## config.mk

```make
export PLATFORM = sky130hd
export DESIGN_NAME = dshot_pwm_output
export DESIGN_NICKNAME = d
export VERILOG_FILES = /design/src/rtl/dshot_pkg.sv /design/src/rtl/dshot_us_tick_gen.sv /design/src/rtl/dshot_pwm_output.sv
export SDC_FILE = /design/constraint.sdc
export NUM_CORES = 1
export LEC_CHECK = 0
export ABC_AREA = 1
export BUFFER_PORTS_ARGS = -buffer_cell sky130_fd_sc_hd__buf_4
export CAP_MARGIN = 5
export CORE_AREA = 2 2 96 98
export CTS_CLUSTER_SIZE = 14
export DETAILED_ROUTE_END_ITERATION = 8
export DIE_AREA = 0 0 98 100
export GPL_ROUTABILITY_DRIVEN = 0
export GPL_TIMING_DRIVEN = 0
export HOLD_SLACK_MARGIN = 0.05
export PLACE_DENSITY = 0.75
export SYNTH_ARGS = -nofsm -noshare
export SYNTH_HDL_FRONTEND = slang
export SYNTH_SLANG_ARGS = --single-unit
```

## constraint.sdc

```tcl
create_clock -name clk -period 1.7 [get_ports clk]
set_input_delay 0.425 -clock clk [delete_from_list [all_inputs] [get_ports clk]]
set_output_delay 0.425 -clock clk [all_outputs]
set_load 0.03 [all_outputs]
```

## src/rtl/dshot_pkg.sv

```systemverilog
// Shared types, constants and throttle mapping for the DShot PWM output stage.
// DSHOT_PWM_3D_EN selects the bidirectional (centre-referenced) throttle mapping.
package dshot_pkg;

   typedef enum logic [1:0] {
      DISARMED = 2'd0,
      ARMING   = 2'd1,
      ARMED    = 2'd2,
      FAILSAFE = 2'd3
   } dshotState_t;

   localparam logic [5:0] DSHOT_CMD_MOTOR_STOP = 6'd0;
   localparam int         DSHOT_THROTTLE_MAX   = 1999;
   localparam int         DSHOT_CMD_OFFSET     = 48;

   // Pulse width for stop, disarmed and failsafe.
   function automatic logic [11:0] restUs(input logic [11:0] minUs);
`ifdef DSHOT_PWM_3D_EN
      return minUs + 12'd500;
`else
      return minUs;
`endif
   endfunction

   function automatic logic [11:0] throttleToUs(input logic [10:0] speed, input logic [11:0] minUs);
      logic [10:0] s;
      s = (speed > 11'(DSHOT_THROTTLE_MAX)) ? 11'(DSHOT_THROTTLE_MAX) : speed;
`ifdef DSHOT_PWM_3D_EN
      if (s < 11'd1000) begin
         return minUs + 12'd500 - 12'(s >> 1);
      end
      return minUs + 12'd500 + 12'((s - 11'd1000) >> 1);
`else
      return minUs + 12'(s >> 1);
`endif
   endfunction

endpackage

```

## src/rtl/dshot_us_tick_gen.sv

```systemverilog
// Microsecond and millisecond strobes derived from the system clock.
// Both strobes are single-cycle pulses; msTick coincides with every 1000th usTick.
module dshot_us_tick_gen #(
   parameter int CLK_HZ = 16_000_000
) (
   input  logic clk,
   input  logic rst_n,
   output logic usTick,
   output logic msTick
);

   localparam int DIV = CLK_HZ / 1_000_000;
   localparam int DW  = (DIV > 1) ? $clog2(DIV) : 1;
   localparam logic [DW-1:0] DIV_LAST = DW'(DIV - 1);

   logic [DW-1:0] divCnt;
   logic [9:0]    usCnt;

   assign usTick = (divCnt == '0);
   assign msTick = usTick & (usCnt == '0);

   always_ff @(posedge clk or negedge rst_n) begin
      if (!rst_n) begin
         divCnt <= DIV_LAST;
         usCnt  <= 10'd999;
      end else begin
         if (usTick) begin
            divCnt <= DIV_LAST;
         end else begin
            divCnt <= divCnt - 1'b1;
         end
         if (usTick) begin
            usCnt <= (usCnt == '0) ? 10'd999 : usCnt - 1'b1;
         end
      end
   end

endmodule

```

## src/rtl/dshot_pwm_output.sv

```systemverilog
// Servo-style PWM stage fed by the DShot decoder: arming, frame-loss failsafe, bad-CRC count.
// Define DSHOT_PWM_3D_EN for the bidirectional (centre-referenced) throttle mapping.
//
// state     | meaning
// DISARMED  | output held at rest width, waiting for a STOP frame
// ARMING    | counting consecutive STOP frames
// ARMED     | throttle/STOP frames set the pulse width
// FAILSAFE  | frames lost while armed; rest width until re-armed
module dshot_pwm_output #(
   parameter int CLK_HZ     = 16_000_000,
   parameter int PERIOD_US  = 20000,
   parameter int MIN_US     = 1000,
   parameter int ARM_FRAMES = 10,
   parameter int TIMEOUT_MS = 100
) (
   input  logic        clk,
   input  logic        rst_n,
   input  logic        frame_stb,
   input  logic [10:0] set_speed,
   input  logic [5:0]  special_command,
   input  logic        is_special,
   input  logic        crc_valid,
   output logic        pwm_out,
   output logic        armed,
   output logic        failsafe,
   output logic [11:0] pulse_us,
   output logic [7:0]  bad_crc_cnt
);
   import dshot_pkg::*;

   localparam logic [11:0]    MIN_W       = 12'(MIN_US);
   localparam logic [11:0]    REST_US     = restUs(MIN_W);
   localparam int             TW          = $clog2(TIMEOUT_MS + 1);
   localparam logic [TW-1:0]  TIMEOUT_CNT = TW'(TIMEOUT_MS);
   localparam logic [15:0]    PERIOD_LAST = 16'(PERIOD_US - 1);
   localparam logic [7:0]     ARM_LAST    = 8'(ARM_FRAMES);

   logic usTick;
   logic msTick;

   dshot_us_tick_gen #(.CLK_HZ(CLK_HZ)) uTickGen (
      .clk    (clk),
      .rst_n  (rst_n),
      .usTick (usTick),
      .msTick (msTick)
   );

   dshotState_t   state;
   logic [7:0]    armCnt;
   logic [11:0]   targetUs;
   logic [TW-1:0] lossMs;
   logic [15:0]   periodCnt;
   logic          validFrame;
   logic          isStop;
   logic          isThrottle;
   logic          timedOut;
   logic          periodWrap;

   assign validFrame = frame_stb & crc_valid;
   assign isStop     = validFrame & is_special & (special_command == DSHOT_CMD_MOTOR_STOP);
   assign isThrottle = validFrame & ~is_special;
   // A valid frame in the expiry cycle wins over the timeout.
   assign timedOut   = (lossMs == TIMEOUT_CNT) & ~validFrame;
   assign periodWrap = usTick & (periodCnt == PERIOD_LAST);

   always_ff @(posedge clk or negedge rst_n) begin
      if (!rst_n) begin
         lossMs      <= '0;
         bad_crc_cnt <= '0;
         periodCnt   <= '0;
         pulse_us    <= REST_US;
         pwm_out     <= 1'b0;
      end else begin
         if (validFrame) begin
            lossMs <= '0;
         end else if (msTick && lossMs != TIMEOUT_CNT) begin
            lossMs <= lossMs + 1'b1;
         end
         if (frame_stb && !crc_valid && bad_crc_cnt != 8'hFF) begin
            bad_crc_cnt <= bad_crc_cnt + 8'd1;
         end
         if (usTick) begin
            periodCnt <= (periodCnt == PERIOD_LAST) ? 16'd0 : periodCnt + 16'd1;
         end
         // Width only changes at the period boundary, so no runt or stretched pulses.
         if (periodWrap) begin
            pulse_us <= targetUs;
         end
         pwm_out <= (periodCnt < {4'd0, pulse_us});
      end
   end

   always_ff @(posedge clk or negedge rst_n) begin
      if (!rst_n) begin
         state    <= DISARMED;
         armCnt   <= '0;
         targetUs <= REST_US;
         armed    <= 1'b0;
         failsafe <= 1'b0;
      end else begin
         case (state)
            DISARMED, FAILSAFE: begin
               if (isStop) begin
                  armCnt <= 8'd1;
                  if (8'd1 >= ARM_LAST) begin
                     state    <= ARMED;
                     armed    <= 1'b1;
                     failsafe <= 1'b0;
                  end else begin
                     state <= ARMING;
                  end
               end
            end
            ARMING: begin
               if (isStop) begin
                  armCnt <= armCnt + 8'd1;
                  if (armCnt + 8'd1 >= ARM_LAST) begin
                     state    <= ARMED;
                     armed    <= 1'b1;
                     failsafe <= 1'b0;
                     targetUs <= REST_US;
                  end
               end else if (isThrottle || timedOut) begin
                  state <= DISARMED;
               end
            end
            ARMED: begin
               if (isThrottle) begin
                  targetUs <= throttleToUs(set_speed, MIN_W);
               end else if (isStop) begin
                  targetUs <= REST_US;
               end else if (timedOut) begin
                  state    <= FAILSAFE;
                  armed    <= 1'b0;
                  failsafe <= 1'b1;
                  targetUs <= REST_US;
               end
            end
            default: begin
               state    <= DISARMED;
               armed    <= 1'b0;
               targetUs <= REST_US;
            end
         endcase
      end
   end

endmodule

```

; Word level (Yosys, flattened, before mapping)
; Index checks and enable logic that the tools add are counted.
[totals]
input_bits = 22
reg_bits = 82
output_inout_bits = 23
[classes]
eq_ne = 16
n_bitwise = 9
mux = 35
reduce_logical = 17
order_cmp = 3
addsub = 7
[ops]
columns = op, n
row1 = 12-bit two-way mux, 5
row2 = 12-bit one-hot mux with 2 select lines, 1
row3 = 16-bit by 1-bit adder with 16-bit output (second input constant), 1
row4 = 8-bit by 1-bit adder with 8-bit output (second input constant), 2
row5 = 16-bit by 15-bit == test with 1-bit output (second input constant), 1
row6 = 16-bit by 12-bit < comparator with 1-bit output, 1
row7 = 16-bit two-way mux, 1
row8 = 8-bit two-way mux, 2
row9 = 8-bit one-hot mux with 2 select lines, 1
row10 = 2-bit two-way mux, 7
row11 = 7-bit two-way mux, 2
row12 = 2-bit != test (second input constant), 6
row13 = 6-bit AND reduction, 2
row14 = 10-bit by 10-bit adder with 11-bit output (first input constant), 1
row15 = 11-bit > comparator (second input constant), 1
row16 = 11-bit two-way mux, 1
row17 = 10-bit zero test, 1
row18 = 1-bit two-way mux, 10
row19 = 10-bit two-way mux, 1
row20 = 10-bit by 1-bit subtractor with 10-bit output (second input constant), 1
row21 = 8-bit by 4-bit greater-or-equal comparator with 1-bit output (second input constant), 1
row22 = 8-bit != test (second input constant), 1
row23 = 7-bit by 1-bit adder with 7-bit output (second input constant), 1
row24 = 1-bit AND, 7
row25 = 21 further kinds, 29

; Longest topological paths before layout
; Gate-level depths: netlist of run 1.
[depth]
word_depth = 7
depth_mapped = 13
depth_no_buf = 12

; Hierarchy
; A second synthesis of run 1 with hierarchy kept.
[hier_totals]
hier_cells = 579
area_unflattened_um2 = 4540.6
[modules_own_cells]
columns = module, seq_area_each_um2, cells_each, area_each_um2, instances
row1 = dshot_pwm_output, 1666.6, 475, 3751.1, 1
row2 = dshot_us_tick_gen, 365.4, 104, 789.5, 1

; Worst setup path after synthesis of run 1
; Ideal clock, no wire load.
[synth_timing]
path_type = reg-to-reg
from = register bad_crc_cnt[0]
to = register bad_crc_cnt[7]
setup_slack_ns = 0.081
t_required_ns = 1.578
path_stages_with_launch = 9
n_path_buf = 0
arrival_ns = 1.496
setup_ns = 0.122
path_cell_list = dfrtp_1 -> ha_1 -> nand2_1 -> nor2_1 -> nand2_1 -> nand3b_1 -> nor2_1 -> nand2_1 -> xor2_1
[synth_between]
elab_chain_cells = 2
word_cells_on_any_way = 3
cone_classes = add/sub: 1 / eq/ne: 1 / reduce/logical: 1
[synth_rtl]
columns = element, line
row1 = from (decl), dshot_pwm_output.sv:27  ; output logic [7:0] bad_crc_cnt
row2 = from (signal assigned), dshot_pwm_output.sv:80  ; bad_crc_cnt <= bad_crc_cnt + 8'd1;
row3 = branches (longest 2 deep; another with 8-bit by 1-bit adder with 8-bit output), -
; Parallel ways; which one is timed is not known.
; A chain may end at the register's enable or synchronous reset.

; Worst setup path after layout of run 1
[layout_timing]
from = register periodCnt[8]
to = register pulse_us[4]
[layout_between]
elab_chain_cells = 2
[layout_rtl]
columns = element, line
row1 = from (decl), dshot_pwm_output.sv:52  ; logic [15:0] periodCnt;
row2 = from (signal assigned), dshot_pwm_output.sv:83  ; periodCnt <= (periodCnt == PERIOD_LAST) ? 16'd0 : periodCnt + 16'd1;
row3 = 16-bit by 15-bit == test with 1-bit output, dshot_pwm_output.sv:64  ; assign periodWrap = usTick & (periodCnt == PERIOD_LAST);
row4 = 1-bit AND, dshot_pwm_output.sv:64
row5 = to (signal assigned), dshot_pwm_output.sv:87  ; pulse_us <= targetUs;
row6 = to (decl), dshot_pwm_output.sv:26  ; output logic [11:0] pulse_us,
; Every way passes these cells.

==> results of run 1 <==
-- where the power goes --
part / switching, W / leakage, nW / internal (W)
sequential: 0.000200 / 0.964 / 0.00216
combinational: 0.000849 / 1.77 / 0.000547
clock: 0.000682 / 0.0923 / 0.000615
total: 0.00173 / 2.82 / 0.00332
-- layout make-up --
type / instances / area share [%]
multi-input combinational: 403 / 42.7
tap: 111 / 2.39
sequential: 80 / 35.0
buffer: 9 / 1.51
timing repair buffer: 75 / 9.98
clock buffer: 13 / 2.75
clock inverter: 3 / 0.258
inverter: 82 / 5.33
-- logic make-up (layout without fill, tap and decap cells) --
family / count (synthesis) / in the layout / synth area share [%]
AOI/OAI and AO/OA: 63 / 63 / 7.79
xor gates and xnor gates: 21 / 21 / 4.02
adders and majority gates: 21 / 21 / 5.74
buffers and inverters: 91 / 182 / 8.18
DFF: 80 / 80 / 44.4
muxes: 1 / 1 / 0.246
other: 1 / 1 / 0.0820
and+or+nand+nor: 296 / 296 / 29.5
-- final timing paths --
| kind | endpoint | slack [ps] | cells after the start |
|---|---|---|---|
| hold / removal | targetUs[10] | 220 | 1 |
| setup / recovery | pulse_us[4] | -90 | 7 |
| min in group clk | targetUs[3] | 390 | 4 |
| hold reg to reg | targetUs[3] | 460 | 2 |
| setup reg to reg | pulse_us[4] | -90 | 7 |
| max in group asynchronous | armCnt[0] | 740 | 1 |
-- cell usage after synthesis (6+ instances only) --
cell	count	share of area [%]
nand4_1	23	3.1
xor2_1	11	2.1
nand2_1	139	11
inv_1	79	6.5
xnor2_1	10	1.9
dfrtp_1	56	31
nor2_1	47	3.9
a21oi_1	18	2.0
ha_1	21	5.7
nor2_2	6	0.82
nor3_1	24	2.6
o21ai_0	27	3.0
nand3_1	36	3.9
dfstp_2	24	14
-- sequential cells by signal, indices dropped and copies added (netlist names) --
signal           count
lossMs               7
periodCnt           16
uTickGen.divCnt      4
pulse_us            11
state                2
armCnt               8
bad_crc_cnt          8
targetUs            11
failsafe             1
uTickGen.usCnt      10
armed                1
pwm_out              1
-- what timing repair did --
item | CTS | global route
resized for setup | 40 | 80
cloned | 2 | 2
setup buffers | 11 | 18
setup endpoints to repair | 46 | 51
endpoints found under the hold margin | 0 | 0
pin swaps | 14 | 28
-- per-stage QoR --
step | util [%] | cells | setup TNS [ps]
global route | 65.5 | 776 | -3740
CTS | 61.2 | 756 | -255
floorplan | - | 574 | 0
detailed placement | 56.6 | 727 | -3360
global placement | 56.6 | 727 | -1840
finish | 65.5 | 776 | -986
-- layer usage --
metal	wire (um)	track usage (%)	vias to the layer above	part of all wire, %
met4	175	8.87	0	1.6
met3	314	3.13	16	2.9
li1	-	-	2039	-
met2	5630	39.3	79	53
met1	4560	27.4	1957	43
met5	0	0	-	0
==> impl_results.md, run 1 <==
* First-pass GRT wire length at around 18 mm
* WP buf/inv at 2
* DR WL/cell at around 14 um
* EDFF count, synth at 0
* Violated checks: negative setup slack
* DRT Pass-1 Iters at 5
* Avg Vias per Cell at 5.27
* CTS buffer count at 9
* Port-buffer cells at 42
* Post-place setup slack at -159 ps
* Worst-path cell with the longest stage delay: dfrtp_2
* Die height at 100 um
* Mapped Cells at around 570
* Arrival time of the worst setup path at 2030 ps
* Row cnt at 35
* Reg-to-reg startpoint: periodCnt[8]
* DRT antenna net count at 0
* Hold slack at ~220 ps
* Fmax at approximately 560 MHz
* Hold WC Path Type: primary input to asynchronous set/reset pin
* CTS clock-pin slew for the worst setup and hold paths at approximately 90 ps
* Dpl hpwl at between 7 and 8 mm
* Final Hold Viols at 0
* Worst slew margin relative to its limit at around a third
* Final worst path period share at 106%
* Fill cells at roughly 730
* Initial Util at about half
* Starting DRT DRC Count at 165
* Most frequent cells in the layout: 109 x nand2_1, 71 x inv_1, 69 x buf_4, 50 x dfrtp_1, 37 x nor2_1
* Multi-input combinational cell area at around 2500 sq um
* Clock sinks at 80
* Worst VDD drop at ~0.63 mV
* Required time of the critical path at around 1900 ps
* GRT overflow at 0
* Register area at roughly 2000 sq um
* Leakage power at around 2.8 nW
* Syn_area_per_cell at about 8 sq um
* PD cells at about 870 nW/um^2
* Syn nets at around 620
* Yosys cell types at 39
* Final wirelength at between 10 and 15 mm
* CP cell instances: inv_2 > nand4_1 > nor4_2 > nand3_1 > nor2_4 > buf_2 > o21ai_1
* Die width at a little under 100 um
* RSZ-0062 raised after global routing: true
* Max cap viols at 0
* TritonCTS clock tree: done
* Tot GR Track Use at around 22%
* Worst setup margin at -94.3 ps
* Worst Setup SP: periodCnt[8]
* Io pins at 45
* Yosys reg bits at 80
* Clk buf depth at 2
* Asr flop ratio synth at between 90% and 100%
* Startpoint Class: register
* Primary FF master, synth: dfrtp_1
* Area of the mapped netlist at 4580 sq um
* Sequential element share of the synthesized area at 44.4%
* Commonest non-fill, non-tap cell in the layout: nand2_1
* Synth warnings at 0
* Full die area at roughly 10000 sq um
* Core Area at around 9000 sq um
* Layout cells sized above 1 at around 33%
* Setup-failing EPs final at 24
* Top cell family by delay on the critical path: simple AND/OR/NAND/NOR gates
* Number of hold buffers added after cts at 0
* Vias in the first global route at 4015
* Vias post-DR at just over 4000
* Initial antenna violation count at 0
* Critical Path Max Stage Delay at 430 ps
* Drt drc at 0
* Htree depth at 3
* Placed inst area at 5030 sq um
* Final instance area at between 5000 and 6000 sq um
* Final #Nets at about 700
* Final slew viol count at 0
* Type of element capturing the critical path: register
* Clock Root Buffer: clkbuf_8
* Status: finished, violations left
* Critical path class: register to register
* Largest net degree at the start of global routing at 81
* ANT cells at 0
* Syn-to-layout area delta at 27.2%
* Worst-margin pin slew at between 1000 and 1500 ps
* Worst Path Max Fanout at 6
* Final critical-path required period at 1790 ps
* Skew-Pair Late Insertion Delay at 360 ps
* Final Power at 0.00505 W
* Skew final at 16.4 ps
Power figures use the tool's default switching activity.
==> run 2: changes to the inputs <==
CORE_AREA = 2 2 91 93   (was 2 2 96 98)
DIE_AREA = 0 0 93 95   (was 0 0 98 100)
PLACE_DENSITY = 0.79   (was 0.75)
clock period = 2.1 ns   (was 1.7 ns; I/O delays follow)
==> impl_results.md, run 2 (same netlist as run 1, synthesis figures left out) <==
* Reg with most FFs: periodCnt
* Max cap viols at 0 (unchanged)
* ANT cells at 0 (unchanged)
* Most frequent cells in the layout: 139 x nand2_1, 79 x inv_1, 56 x dfrtp_1, 47 x nor2_1, 46 x buf_4
* Status: finished, final reports clean
* Worst reg-to-reg setup slack at 250 ps (+340 ps)
* Post-Place Cells at 721 (-0.83%)
* Setup repair bufs after CTS at 0 (-11)
* Fmax at 540 MHz (-3.2%)
* Tot GR Track Use at 22.8% (+0.69 points)
* Io pins at 45 (unchanged)
* Final #Nets at 670 (-4.7%)
* Clock Root Buffer: clkbuf_8
* First-pass GRT wire length at 16.2 mm (-9.2%)
* Final std cells w/o fill at 737 (-5.0%)
* DR WL/cell at 12.8 um (-7.0%)
* Full die area at 8840 sq um (-9.8%)
* Number of hold buffers added after cts at 0 (unchanged)
* Die width at 93 um (-5.1%)
* Core Area at 7930 sq um (-11%)
* Worst-margin pin slew at 980 ps (-26.4 ps)
* Final core occ at 65.5% (+0.085 points)
* GRT overflow at 0 (unchanged)
* Required time of the critical path at 2330 ps (+400 ps)
* Final Power at 0.00390 W (-23%)
* Post_cts resized at 0 (-100%)
* DRT Pass-1 Iters at 4 (-1)
* Final critical-path required period at 1850 ps (+58.9 ps)
* Max FFs per register at 16 (unchanged)
* Worst VDD drop at 0.478 mV (-25%)
* CTS buffer count at 9 (unchanged)
* PD cells at 751 nW/um^2 (-14%)
* Die height at 95 um (-5.0%)
* Vias post-DR at 3977 (-2.8%)
* Largest net degree at the start of global routing at 81 (unchanged)
* Clock sinks at 80 (unchanged)
* Vias in the first global route at 3732 (-7.0%)
* Final slew viol count at 0 (unchanged)
* Final Hold Viols at 0 (unchanged)
* Skew final at 11.5 ps (-4.88 ps)
* Setup-failing EPs final at 0 (-100%)
* Final worst path period share at 88.2% (-17 points)
* Initial antenna violation count at 0 (unchanged)
* Starting DRT DRC Count at 159 (-3.6%)
* Leakage power at 2.54 nW (-10%)
* Drt drc at 0 (unchanged)
* Arrival time of the worst setup path at 2080 ps (+50 ps)
* Worst Path Max Fanout at 6 (unchanged)
* RSZ-0062 raised after global routing: false
* Type of element capturing the critical path: register
* Avg Vias per Cell at 5.40 (+2.4%)
* Skew-Pair Late Insertion Delay at 350 ps (about the same)
* Row cnt at 33 (-5.7%)
* Setup tns final at 0 ps (+986 ps)
* Final wirelength at 9.44 mm (-12%)
* TritonCTS clock tree: done
* Htree depth at 3 (unchanged)
* Clk buf depth at 2 (unchanged)
* CTS clock-pin slew for the worst setup and hold paths at 80 ps (about the same)
* Worst slew margin relative to its limit at 34.7% (+1.8 points)
* Biggest regs: periodCnt x16, pulse_us x11, targetUs x11
* Startpoint Class: register
* Port-buffer cells at 42 (unchanged)
* Hold WC Path Type: primary input to asynchronous set/reset pin
* Layout cells sized above 1 at 17.9% (-15 points)
* Critical path class: register to register
* Commonest non-fill, non-tap cell in the layout: nand2_1
* Syn-to-layout area delta at 13.6%
* DRT antenna net count at 0 (unchanged)
* Dpl hpwl at 7.12 mm (+0.40%)
* Initial Util at 57.7% (+6.2 points)
-- run 2: cell count changes in the layout (fill, tap and decap cells not counted), moves of 8 or more --
cell,previous run,this run
buf_6,12,2
nor2_1,37,47
buf_4,69,46
inv_1,71,79
nand2_1,109,139
nand2_2,27,4
-- run 2: power breakdown --
group | internal (W) | leakage, nW | switching (W)
clock | 0.000460 | 0.0930 | 0.000559
combinational | 0.000368 | 1.48 | 0.000632
sequential | 0.00174 | 0.971 | 0.000140
total | 0.00257 | 2.54 | 0.00133
-- run 2: critical path: stages, from the launching register on --
cell     delay (ps)
dfstp_2         380
inv_1            50
ha_1            170
nand2_1         100
nor2_4          160
nand3_1         120
nor2_2          170
nand2_1         190
nand2_2         160
inv_1           100
nand2_1          70
o31ai_1          60
-- run 2: metrics by stage --
step / hold WS [ps] / area (sq um) / worst slack, ps
after floorplan: 229 / 4580 / 476
after global placement: 447 / 5020 / 198
after detailed placement: 451 / 5020 / 137
after CTS: 367 / 5200 / 236
after global routing: 432 / 5200 / 12.5
final: 328 / 5200 / 247
-- run 2: worst paths after layout --
| check | to | startpoint | depth (start not counted) |
|---|---|---|---|
| max in group asynchronous | lossMs[0] | rst_n | 1 |
| worst min register to register | uTickGen.divCnt[0] | uTickGen.divCnt[0] | 1 |
| worst min-delay path | pulse_us[4] | rst_n | 1 |
| worst max register to register | lossMs[6] | uTickGen.divCnt[0] | 11 |
| min in group clk | uTickGen.divCnt[0] | uTickGen.divCnt[0] | 1 |
| worst max-delay path | lossMs[6] | uTickGen.divCnt[0] | 11 |
-- run 2: cell type report --
type | count | area (sq um)
Clock buffer | 11 | 141
Buffer | 9 | 66.3
Sequential cell | 80 | 2030
Inverter | 82 | 308
Timing Repair Buffer | 42 | 315
Fill cell | 684 | 2730
Tap cell | 105 | 131
Clock inverter | 5 | 32.5
Multi-Input combinational cell | 403 | 2170
-- run 2: metal layers --
metal	vias to the layer above	track usage (%)	wire length [um]
met5	-	0	0
met4	0	8.09	131
met3	10	3.19	301
met2	83	41.3	4750
met1	1908	27.9	4250
li1	1976	-	-
==> run 3: changes to the inputs <==
CORE_AREA = 2 2 92 94   (was 2 2 91 93)
DIE_AREA = 0 0 94 96   (was 0 0 93 95)
GPL_ROUTABILITY_DRIVEN = unset   (was 0)
PLACE_DENSITY = 0.77   (was 0.79)
clock period = 2 ns   (was 2.1 ns; I/O delays follow)
==> impl_results.md, run 3 (same netlist as run 1, synthesis figures left out) <==
* Critical path class: register to register
* Commonest non-fill, non-tap cell in the layout: nand2_1
* CTS buffer count at 9 (unchanged)
* CTS clock-pin slew for the worst setup and hold paths at 90 ps (about the same)
* Io pins at 45 (unchanged)
* Switching power at 0.00142 W (+6.8%)
* Largest net degree at the start of global routing at 81 (unchanged)
* Port-buffer cells at 42 (unchanged)
* Initial antenna violation count at 0 (unchanged)
* DRT antenna net count at 0 (unchanged)
* Max cap viols at 0 (unchanged)
* Fmax at 538 MHz (-0.24%)
* WP buf/inv at 2 (unchanged)
* FF-to-FF End: periodCnt[10]
* Worst-path cell with the longest stage delay: dfstp_2
* Vias in the first global route at 3721 (-0.29%)
* Reg-to-reg startpoint: uTickGen.divCnt[0]
* GPL Wtd Cong at around 0.9
* Register area at 2030 sq um (unchanged)
* TritonCTS clock tree: done
* Most frequent cells in the layout: 137 x nand2_1, 79 x inv_1, 56 x dfrtp_1, 46 x nor2_1, 46 x buf_4
* Placed inst area at 5020 sq um (unchanged)
* DRT Pass-1 Iters at 5 (+1)
* DR WL/cell at 13.2 um (+3.4%)
* Top cell family by delay on the critical path: simple AND/OR/NAND/NOR gates
* Layout cells sized above 1 at 18.7% (+0.79 points)
* Max FFs per register at 16 (unchanged)
* Clk buf depth at 2 (unchanged)
* Required time of the critical path at 2250 ps (-80 ps)
* Sequential group share of total power at 45.5% (-2.8 points)
* Worst reg-to-reg setup slack at 140 ps (-100 ps)
* Die width at 94 um (+1.1%)
* Tot GR Track Use at 22.8% (about the same)
* R2R cell count at 12 (+1)
* Skew-Pair Late Insertion Delay at 360 ps (about the same)
* Final critical-path required period at 1860 ps (+4.47 ps)
* Fill cells at 685 (+0.15%)
* Final slew viol count at 0 (unchanged)
* Switching share of total power at 32.7% (-1.4 points)
* Arrival time of the worst setup path at 2110 ps (+30 ps)
* Skew final at 8.15 ps (-3.39 ps)
* Clock Root Buffer: clkbuf_8
* Pint at 0.00292 W (+14%)
* Starting DRT DRC Count at 142 (-11%)
* RSZ-0062 raised after global routing: false
* Core Area at 8050 sq um (+1.6%)
* Most frequent CP cell: nand2_1
* Dpl hpwl at 7.14 mm (+0.31%)
* Reg with most FFs: periodCnt
* Clock power frac at 30.1% (+4.0 points)
* PD cells at 826 nW/um^2 (+10%)
* Critical Path Max Stage Delay at 380 ps (about the same)
* Type of element capturing the critical path: register
* Worst slew margin relative to its limit at 34.5% (-0.14 points)
* Full die area at 9020 sq um (+2.1%)
* Initial Util at 56.8% (-0.89 points)
* Multi-input combinational cell area at 2190 sq um (+0.81%)
* Final Hold Viols at 0 (unchanged)
* First-pass GRT wire length at 16.2 mm (about the same)
* Leakage power at 2.56 nW (+0.69%)
* Row cnt at 33 (unchanged)
* Final instance area at 5260 sq um (+1.2%)
* ANT cells at 0 (unchanged)
* Htree depth at 3 (unchanged)
* Setup tns final at 0 ps (unchanged)
* Avg Vias per Cell at 5.36 (-0.65%)
* Final #Nets at 670 (unchanged)
* Drt drc at 0 (unchanged)
* Worst-margin pin slew at 982 ps (+2.04 ps)
* Setup-failing EPs final at 0 (unchanged)
* Die height at 96 um (+1.1%)
* CP cell instances: inv_1 > ha_1 > nand2_1 > nor2_4 > buf_6 > nand2_1 > nor2_2 > nand2_1 > nor2_1 > nand3_1 > nand2_1 > a21oi_1
* Final wirelength at 9.76 mm (+3.4%)
* Status: finished, final reports clean
* Biggest regs: periodCnt x16, pulse_us x11, targetUs x11
* GRT overflow at 0 (unchanged)
* Combinational power share at 24.3% (-1.3 points)
* Clock sinks at 80 (unchanged)
* Number of hold buffers added after cts at 0 (unchanged)
* Worst Path Max Fanout at 10 (+4)
* Worst VDD drop at 0.408 mV (-15%)
* Hold WC Path Type: primary input to asynchronous set/reset pin
* Vias post-DR at 3951 (-0.65%)
* Syn-to-layout area delta at 14.9%
* Final worst path period share at 92.9% (+4.6 points)
* Startpoint Class: register
-- run 3: power groups by stage --
| stage | logic (W) | clock network (W) | registers (W) |
|---|---|---|---|
| after floorplan | 0.000617 | 0 | 0.00210 |
| after global placement | 0.000995 | 0 | 0.00200 |
| after detailed placement | 0.00103 | 0 | 0.00200 |
| after CTS | 0.00105 | 0.00133 | 0.00198 |
| after global routing | 0.00117 | 0.00142 | 0.00201 |
| final | 0.00106 | 0.00131 | 0.00198 |
-- run 3: timing repair --
item / 4_1_cts / 5_1_grt
setup buffers: 0 / 0
endpoints found under the setup margin: 0 / 13
gates resized for setup: 0 / 5
hold endpoints to repair: 0 / 0
-- run 3: cell type report --
type / count / share of cell area (%)
buffer: 9 / 1.26
clock buffer: 9 / 2.36
clock inverter: 7 / 1.81
inverter: 82 / 5.85
multi-input combinational: 403 / 41.6
sequential: 80 / 38.6
tap: 105 / 2.50
timing repair buffer: 42 / 6.00
-- run 3: metrics by stage --
step           power [W]  hold WS, ps  util, %  worst slack, ps  instances
2_1_floorplan    0.00272          204        -              381        574
3_3_place_gp     0.00299          446     62.4              138        721
3_5_place_dp     0.00304          452     62.4             57.6        721
4_1_cts          0.00436          344     65.1             61.9        737
5_1_grt          0.00460          382     65.3             3.09        737
6_report         0.00434          288     65.3              142        737
-- run 3: metal layers --
layer	vias up	global-route usage, %	wire [um]
li1	1973	-	-
met1	1878	29.1	4400
met2	86	38.9	4830
met3	14	3.52	360
met4	0	9.78	167
met5	-	0	0
-- run 3: worst max-delay path by stage --
| stage | from | to | slack (ps) | cells past startpoint |
|---|---|---|---|---|
| floorplan | bad_crc_cnt[0] | bad_crc_cnt[7] | 380 | 8 |
| global placement | special_command[2] | armCnt[7] | 140 | 6 |
| detailed placement | frame_stb | targetUs[6] | 60 | 10 |
| CTS | lossMs[0] | state[0] | 60 | 11 |
| global route | uTickGen.divCnt[0] | lossMs[4] | 3 | 11 |
| finish | uTickGen.divCnt[0] | periodCnt[10] | 140 | 12 |
